<file path="config.mk">
export PLATFORM = sky130hd
export DESIGN_NAME = req_router
export DESIGN_NICKNAME = d
export VERILOG_FILES = /design/src/rtl/req_router.sv
export SDC_FILE = /design/constraint.sdc
export NUM_CORES = 1
export LEC_CHECK = 0
export CAP_MARGIN = 20
export CORE_MARGIN = 5
export CORE_UTILIZATION = 60
export CTS_CLUSTER_DIAMETER = 200
export DETAILED_ROUTE_END_ITERATION = 6
export GPL_TIMING_DRIVEN = 0
export PLACE_DENSITY = 0.95
export SYNTH_ARGS = -nofsm -noshare
export SYNTH_HDL_FRONTEND = slang
export SYNTH_SLANG_ARGS = --single-unit
export TNS_END_PERCENT = 20
</file>
<file path="constraint.sdc">
create_clock -name clk -period 6.9 [get_ports clk]
set_clock_uncertainty 0.1 [all_clocks]
set_input_delay 1.38 -clock clk [delete_from_list [all_inputs] [get_ports clk]]
set_output_delay 1.38 -clock clk [all_outputs]
set_load 0.02 [all_outputs]
</file>
<file path="src/rtl/req_router.sv">
// req_router: routes nodeset send-side requests to nodeset receive-side
// ports. Each request is steered by tag[11:6] and queued in a FIFO per
// destination. Each destination has its own round-robin arbiter, and each
// FIFO presents its head to that destination's receive side. Requests whose
// destination index is out of range are accepted, dropped and flagged.
// Optional macro REQ_ROUTER_STATS_EN enables the forwarded-request counter
// on o_fwd_count; without it o_fwd_count is constant zero.
module req_router #(
  parameter int NUM_NODESETS = 4,
  parameter int NUM_PATHS_DW = 16,
  parameter int FIFO_DEPTH   = 4
) (
  input  logic                                 clk,
  input  logic                                 rst_n,
  input  logic [NUM_NODESETS-1:0]              i_src_req_vld,
  input  logic [NUM_NODESETS*NUM_PATHS_DW-1:0] i_src_req_paths,
  input  logic [NUM_NODESETS*12-1:0]           i_src_req_nodenum,
  output logic [NUM_NODESETS-1:0]              o_src_req_ack,
  output logic [NUM_NODESETS-1:0]              o_dst_req_vld,
  output logic [NUM_NODESETS*NUM_PATHS_DW-1:0] o_dst_req_paths,
  output logic [NUM_NODESETS*6-1:0]            o_dst_req_nodenum,
  input  logic [NUM_NODESETS-1:0]              i_dst_req_ack,
  output logic                                 o_idle,
  output logic                                 o_bad_dst,
  output logic [31:0]                          o_fwd_count
);

  localparam int N  = NUM_NODESETS;
  localparam int DW = NUM_PATHS_DW;
  localparam int PW = $clog2(N);
  localparam int AW = $clog2(FIFO_DEPTH);
  localparam int EW = DW + 6;

  // Per-source decode
  logic [5:0]    src_dst [N];
  logic [N-1:0]  src_bad;

  // Per-destination arbitration and FIFO status
  logic [N-1:0]  cand [N];
  logic [PW-1:0] ptr_reg [N];
  logic [PW-1:0] grant_idx [N];
  logic [N-1:0]  grant_vld;
  logic [N-1:0]  push;
  logic [N-1:0]  pop;
  logic [N-1:0]  full;
  logic [N-1:0]  empty;
  logic [N-1:0]  nonempty_next;

  logic [N-1:0]  ack_c;
  logic          idle_reg;
  logic          bad_dst_reg;

  genvar gi;

  // Destination index and out-of-range flag for every source
  generate
    for (gi = 0; gi < N; gi++) begin : g_src
      assign src_dst[gi] = i_src_req_nodenum[gi*12+6 +: 6];
      assign src_bad[gi] = ({1'b0, src_dst[gi]} >= 7'(N));
    end
  endgenerate

  generate
    for (gi = 0; gi < N; gi++) begin : g_dst
      logic [EW-1:0]   mem [FIFO_DEPTH];
      logic [AW-1:0]   wr_ptr_reg;
      logic [AW-1:0]   rd_ptr_reg;
      logic [AW:0]     count_reg;
      logic [AW:0]     count_next;
      logic [EW-1:0]   wr_data;
      logic [EW-1:0]   head;

      // Sources currently requesting this destination
      always_comb begin
        cand[gi] = '0;
        for (int s = 0; s < N; s++) begin
          cand[gi][s] = i_src_req_vld[s] & ~src_bad[s] & (src_dst[s] == 6'(gi));
        end
      end

      // Round-robin grant: first candidate at or after the pointer, wrapping
      always_comb begin
        grant_vld[gi] = 1'b0;
        grant_idx[gi] = ptr_reg[gi];
        for (int k = 0; k < N; k++) begin
          if (!grant_vld[gi] && cand[gi][ptr_reg[gi] + PW'(k)]) begin
            grant_vld[gi] = 1'b1;
            grant_idx[gi] = ptr_reg[gi] + PW'(k);
          end
        end
      end

      assign full[gi]  = (count_reg == (AW+1)'(FIFO_DEPTH));
      assign empty[gi] = (count_reg == '0);
      // Full blocks push regardless of a same-cycle pop
      assign push[gi]  = grant_vld[gi] & ~full[gi];
      assign pop[gi]   = ~empty[gi] & i_dst_req_ack[gi];

      assign wr_data = {i_src_req_paths[grant_idx[gi]*DW +: DW],
                        i_src_req_nodenum[grant_idx[gi]*12 +: 6]};

      // Occupancy update from push/pop
      always_comb begin
        count_next = count_reg;
        case ({push[gi], pop[gi]})
          2'b10:   count_next = count_reg + (AW+1)'(1);
          2'b01:   count_next = count_reg - (AW+1)'(1);
          default: count_next = count_reg;
        endcase
      end
      assign nonempty_next[gi] = (count_next != '0);

      // Storage array; contents need no reset since empty gates the outputs
      always_ff @(posedge clk) begin
        if (push[gi]) mem[wr_ptr_reg] <= wr_data;
      end

      // FIFO pointers, occupancy and arbiter pointer
      always_ff @(posedge clk or negedge rst_n) begin
        if (!rst_n) begin
          wr_ptr_reg  <= '0;
          rd_ptr_reg  <= '0;
          count_reg   <= '0;
          ptr_reg[gi] <= '0;
        end else begin
          count_reg <= count_next;
          if (push[gi]) begin
            wr_ptr_reg  <= wr_ptr_reg + AW'(1);
            ptr_reg[gi] <= grant_idx[gi] + PW'(1);
          end
          if (pop[gi]) rd_ptr_reg <= rd_ptr_reg + AW'(1);
        end
      end

      assign head = empty[gi] ? '0 : mem[rd_ptr_reg];
      assign o_dst_req_vld[gi]              = ~empty[gi];
      assign o_dst_req_paths[gi*DW +: DW]   = head[EW-1:6];
      assign o_dst_req_nodenum[gi*6 +: 6]   = head[5:0];
    end
  endgenerate

  // Source accept: dropped bad-destination requests plus arbiter winners
  always_comb begin
    ack_c = '0;
    for (int s = 0; s < N; s++) begin
      if (i_src_req_vld[s] & src_bad[s]) ack_c[s] = 1'b1;
    end
    for (int d = 0; d < N; d++) begin
      if (push[d]) ack_c[grant_idx[d]] = 1'b1;
    end
  end
  assign o_src_req_ack = ack_c & {N{rst_n}};

  // Idle flag and sticky bad-destination flag
  always_ff @(posedge clk or negedge rst_n) begin
    if (!rst_n) begin
      idle_reg    <= 1'b1;
      bad_dst_reg <= 1'b0;
    end else begin
      idle_reg    <= ~(|nonempty_next) & ~(|i_src_req_vld);
      bad_dst_reg <= bad_dst_reg | (|(i_src_req_vld & src_bad));
    end
  end
  assign o_idle    = idle_reg;
  assign o_bad_dst = bad_dst_reg;

`ifdef REQ_ROUTER_STATS_EN
  logic [31:0] fwd_count_reg;
  logic [31:0] fwd_inc;

  // Number of requests entering FIFOs this cycle
  always_comb begin
    fwd_inc = '0;
    for (int d = 0; d < N; d++) begin
      fwd_inc = fwd_inc + 32'(push[d]);
    end
  end

  // Forwarded-request counter, wraps naturally
  always_ff @(posedge clk or negedge rst_n) begin
    if (!rst_n) fwd_count_reg <= '0;
    else        fwd_count_reg <= fwd_count_reg + fwd_inc;
  end
  assign o_fwd_count = fwd_count_reg;
`else
  assign o_fwd_count = 32'd0;
`endif

endmodule

</file>
==> results of run 1 <==
## synthesized netlist by cell type (all sizes together) (11+ instances only)
master    n  share of area, %
inv      30              0.58
mux4     88                10
nand3    11              0.29
ha       32               2.1
mux2i   264                14
nor2     21              0.41
dfrtp    37               4.8
clkbuf   22              0.43
o21ai    14              0.36
edfxtp  352                55
and2    109               3.5
nand2    23              0.45
xor2     11              0.50
xnor2    13              0.59
buf      74               2.9
## stage by stage
| step | hold slack (ns) | power [mW] | std cells | worst slack [ns] |
|---|---|---|---|---|
| 6_report | 0.426 | 10.4 | 1935 | 0.356 |
| 2_1_floorplan | 0.364 | 6.28 | 1225 | 1.73 |
| 4_1_cts | 0.413 | 10.3 | 1917 | 0.466 |
| 3_3_place_gp | 0.396 | 7.91 | 1845 | 0.492 |
| 5_1_grt | 0.437 | 10.7 | 1929 | 0.228 |
| 3_5_place_dp | 0.402 | 8.12 | 1846 | 0.488 |
## logic make-up (layout without fill, tap and decap cells)
family / after synthesis / after routing
muxes: 358 / 358
AOI/OAI and AO/OA: 53 / 53
DFF: 390 / 390
and+or+nand+nor: 206 / 206
xor gates and xnor gates: 24 / 24
other: 1 / 38
adders and majority gates: 36 / 36
buffers and inverters: 126 / 428
## layer usage
metal	vias to the layer above	share of wire, %	global-route usage, %
met2	1035	48	50.3
met3	226	12	8.09
met4	6	5.4	12.3
met1	6345	34	38.6
li1	5173	-	-
met5	-	0.058	0
## final cells by class
type                    count  share of cell area [%]
flip-flops and latches    390                    48.6
multi-input cells         709                    30.0
repair buffers            231                    10.6
clock buffers              51                    4.53
plain buffers              96                    2.71
well taps                 402                    2.12
clock inverters            20                   0.829
inverters                  30                   0.475
diodes                      6                  0.0634
## power by group through the flow
stage          Sequential, mW  Clock [mW]  Combinational (mW)
6_report                 3.23        2.12                5.03
3_3_place_gp             3.25           0                4.67
3_5_place_dp             3.27           0                4.85
5_1_grt                  3.25        2.24                5.25
4_1_cts                  3.22        2.12                4.92
2_1_floorplan            3.22           0                3.06
## worst max-delay path by stage
stage,slack (ns),endpoint,startpoint
final,0.36,o_src_req_ack[0],i_src_req_nodenum[10]
after global routing,0.23,o_src_req_ack[1],i_src_req_nodenum[10]
after CTS,0.47,o_src_req_ack[0],i_src_req_nodenum[10]
after detailed placement,0.49,o_src_req_ack[0],i_src_req_nodenum[10]
after global placement,0.49,o_src_req_ack[3],i_src_req_nodenum[23]
after floorplan,1.73,o_src_req_ack[3],i_src_req_nodenum[23]
==> metrics, run 1 <==
status=complete, no violations; P_leak=8.74 nW; max-cap viol count=0; Switch Pwr=3.89 mW; adder-cell share of the synthesized area=2.49%; Die Ht=189 µm; CTS clk-pin slew, worst paths=0.06 ns; Setup-failing EPs final=0; # clock sinks=390; Max Root-Sink Buffers=3; final-stage net count=1655; Fillers=1782; Slew Viols, Final=0; reg-to-reg slack, setup=3.76 ns; Setup CP Type=in -> out; post-place instance area=0.0221 mm²; critical path's largest stage delay=0.67 ns; Compound-Gate Fraction of Synth Area=1.99%; Routed Antenna Nets=0; Reg2Reg Depth=13; via count=12800; largest net degree at the start of global routing=32; Layout Utilization=74.9%; core area=0.0316 mm²; row count=65; first-pass GRT wire length=80500 µm; P_int=6.50 mW; Slowest-stage cell, CP=clkdlybuf4s50_1; vias in the first global route=12600; Post-CTS Setup Inserts=0; sequential share of power=31.1%; Arr. time, crit path=5.06 ns; HP Class=reg -> reg; hold path endpoint=g_dst[1].count_reg[0]; YS warnings=0; RSZ-0062 raised after global routing=no; Crit path max-delay family=buffers and inverters; cts repair resizes=0; CTS tree=yes; area of the multi-input gates=0.00712 mm²; WHS Path Cells=1; Cell Area, Synth=0.0193 mm²; Initial Util=60.9%; Crit. path cell count=12; Top FF cell, synth=edfxtp_1; data required time of the worst path=5.42 ns; die area=0.0358 mm²; P per Cell Area=438 mW/mm²; Max Fanout on Critical Path=11; crit share post-route=94.8%; register area share after synthesis=59.8%; max FFs per register=352; worst vdd ir=0.000220 V; I/O pin cnt=252; Slew HR=23.3%; Worst-Margin Slew=1.15 ns; post-synthesis mux area share=24.3%; routed len/inst=29.6 µm; design area=0.0237 mm²; CP bufs+invs=4; TritonCTS Buffers=39; share of layout cells above drive strength 1=15.8%; crit path cell chain=clkdlybuf4s50_1, nor4_2, nand4_1, o22a_1, nor2_1, a221o_1, buf_2, buf_2, ha_1, a22oi_1, a41oi_1, clkdlybuf4s50_1; initial antenna violation count=6; Syn-to-layout area delta=22.9%; final wirelength=57200 µm; Fmax=0.153 GHz; post-synthesis simple-gate area fraction=6.40%; hold path start=g_dst[1].count_reg[0]; Post-synth ARST share=9.74%; Cell variety after synth=59; most frequent cells in the layout=edfxtp_1 (352), mux2i_1 (264), clkdlybuf4s50_1 (217), and2_1 (109), mux4_2 (88); EDFF count, synth=352; DRC Markers=0; XOR/XNOR Fraction of Synth Area=1.09%; Total GRT Usage=30.4%; die width=189 µm; Vias/cell=6.61; First-pass DRT Iterations=6; sequential cell area=0.0115 mm²; CTS root buffer=clkbuf_16; TNS Setup=0 ns; Avg Synthesized Cell Area=16.1 µm²; DRT iter0 DRCs=1736; Seq cells post-synth=390; commonest non-fill, non-tap cell in the layout=edfxtp_1; IO buf count=218; Congestion Overflow GR=0; Clock Power Share=20.4%; shortest period the worst path allows=6.54 ns; largest family of logic cells by synthesized area=multiplexers; CP Capture Type=output pin; gpl congestion=0.969; Final HPWL DP=39100 µm; final hold viol count=0; startpoint types=input port; Logic pwr share=48.4%; Sw Share=37.5%; clk_lat worst skew=0.53 ns; H-tree Lvls=2; Post-Synthesis Cells=1194; FF-to-FF End=o_idle; reg2reg start=g_dst[3].count_reg[0]; Hold-fix buffers, CTS=0
(Power assumes the default switching activity.)
==> run 2: changes to the inputs <==
--- a/config.mk
+++ b/config.mk
@@ -7,11 +7,11 @@
 export LEC_CHECK = 0
 export CAP_MARGIN = 20
 export CORE_MARGIN = 5
-export CORE_UTILIZATION = 60
+export CORE_UTILIZATION = 50
 export CTS_CLUSTER_DIAMETER = 200
 export DETAILED_ROUTE_END_ITERATION = 6
 export GPL_TIMING_DRIVEN = 0
-export PLACE_DENSITY = 0.95
+export PLACE_DENSITY = 0.82
 export SYNTH_ARGS = -nofsm -noshare
 export SYNTH_HDL_FRONTEND = slang
 export SYNTH_SLANG_ARGS = --single-unit
==> metrics, run 2 (synthesis results as in run 1) <==
final wirelength=53000 µm (-7.3%); Routed Antenna Nets=0 (unchanged); Fmax=0.154 GHz (+0.90%); reg-to-reg slack, setup=3.60 ns (-0.16 ns); shortest period the worst path allows=6.49 ns (-0.0586 ns); cts repair resizes=0 (unchanged); Layout Utilization=62.3% (-13 points); most frequent cells in the layout=edfxtp_1 (352), mux2i_1 (264), clkdlybuf4s50_1 (217), and2_1 (109), mux4_2 (88); reg2reg start=g_dst[2].count_reg[0]; Arr. time, crit path=5.01 ns (-0.05 ns); vias in the first global route=12200 (-2.8%); via count=11900 (-7.1%); Die Ht=206 µm (+9.0%); Vias/cell=5.78 (-12%); gpl congestion=0.927 (-4.3%); Initial Util=50.2% (-11 points); CTS clk-pin slew, worst paths=0.06 ns (about the same); max-cap viol count=0 (unchanged); IO buf count=218 (unchanged); share of layout cells above drive strength 1=16.2% (+0.44 points); RSZ-0062 raised after global routing=no; startpoint types=input port; Non-Filler Instances=2054 (+6.1%); final hold viol count=0 (unchanged); CTS root buffer=clkbuf_16; P per Cell Area=431 mW/mm² (-1.7%); worst vdd ir=0.000192 V (-13%); row count=72 (+11%); hold path start=o_bad_dst; hold path endpoint=o_bad_dst; area of the multi-input gates=0.00712 mm² (unchanged); # clock sinks=390 (unchanged); DRT iter0 DRCs=1308 (-25%); Final HPWL DP=39100 µm (about the same); status=complete, no violations; Max Root-Sink Buffers=3 (unchanged); P_leak=8.77 nW (+0.34%); largest net degree at the start of global routing=27 (-16%); H-tree Lvls=2 (unchanged); first-pass GRT wire length=77300 µm (-3.9%); max FFs per register=352 (unchanged); Worst-Margin Slew=1.16 ns (+0.0131 ns); final-stage net count=1657 (+0.12%); data required time of the worst path=5.42 ns (about the same); HP Class=reg -> reg; Slew Viols, Final=0 (unchanged); pre-CTS WS=0.490 ns (+0.00155 ns); Fillers=2752 (+54%); setup ws final=0.414 ns (+0.0586 ns); TritonCTS Buffers=39 (unchanged); CTS tree=yes; sequential cell area=0.0115 mm² (unchanged); Setup CP Type=in -> out; die width=206 µm (+9.0%); FF-to-FF End=o_idle; commonest non-fill, non-tap cell in the layout=edfxtp_1; Syn-to-layout area delta=24.0%; crit share post-route=94.0% (-0.85 points); Hold-fix buffers, CTS=0 (unchanged); WHS Path Cells=2 (+1); CP Capture Type=output pin; core area=0.0384 mm² (+21%); clk_lat worst skew=0.53 ns (about the same); Congestion Overflow GR=0 (unchanged); Post-CTS Setup Inserts=0 (unchanged); I/O pin cnt=252 (unchanged); First-pass DRT Iterations=5 (-1); routed len/inst=25.8 µm (-13%); DRC Markers=0 (unchanged); placed cells=1966 (+6.5%); TNS Setup=0 ns (unchanged); Setup-failing EPs final=0 (unchanged); Max Fanout on Critical Path=11 (unchanged); Total GRT Usage=24.7% (-5.7 points); Slew HR=22.4% (-0.87 points); Reg2Reg Depth=13 (unchanged); initial antenna violation count=18 (+12); die area=0.0426 mm² (+19%); Tot Pwr=10.3 mW (-0.86%)
==> run 2: per-layer routing <==
layer | track usage, % | vias up | wire (µm)
met2 | 41.5 | 581 | 26500
met5 | 0 | - | 160
met3 | 6.90 | 108 | 5260
met4 | 6.80 | 24 | 1350
met1 | 31.8 | 5978 | 19800
li1 | - | 5184 | -
==> run 2: worst max-delay path by stage <==
stage                               start               end  depth (start not counted)
global route        i_src_req_nodenum[11]  o_src_req_ack[1]                         13
detailed placement  i_src_req_nodenum[11]  o_src_req_ack[1]                         13
finish              i_src_req_nodenum[11]  o_src_req_ack[0]                         12
global placement    i_src_req_nodenum[47]  o_src_req_ack[1]                         12
floorplan           i_src_req_nodenum[23]  o_src_req_ack[3]                         12
CTS                 i_src_req_nodenum[11]  o_src_req_ack[1]                         13
==> run 2: final cells by class <==
class / count / share of cell area (%)
diodes: 7 / 0.0733
plain buffers: 96 / 2.69
clock buffers: 48 / 4.44
clock inverters: 23 / 1.07
inverters: 30 / 0.471
multi-input cells: 709 / 29.8
flip-flops and latches: 390 / 48.2
well taps: 518 / 2.71
repair buffers: 233 / 10.5
==> run 2: per-stage QoR <==
| stage | hold WS, ns | area, µm² |
|---|---|---|
| floorplan | 0.364 | 19400 |
| global placement | 0.394 | 22200 |
| detailed placement | 0.385 | 22300 |
| CTS | 0.412 | 23700 |
| global route | 0.445 | 23900 |
| finish | 0.410 | 23900 |
==> run 2: worst max-delay path, cell delays in order <==
cell and delay (ns):
clkdlybuf4s50_1 0.41, nor4_2 0.50, nand4_1 0.29, o22a_1 0.28, nor2_1 0.12, a221o_1 0.12, buf_2 0.21, buf_2 0.39
ha_1 0.22, a22oi_1 0.10, a41oi_1 0.31, clkdlybuf4s50_1 0.66
==> run 2: where the power goes <==
part,switching (mW),internal (mW)
Sequential,0.125,3.10
Combinational,2.76,2.15
Clock,0.879,1.29
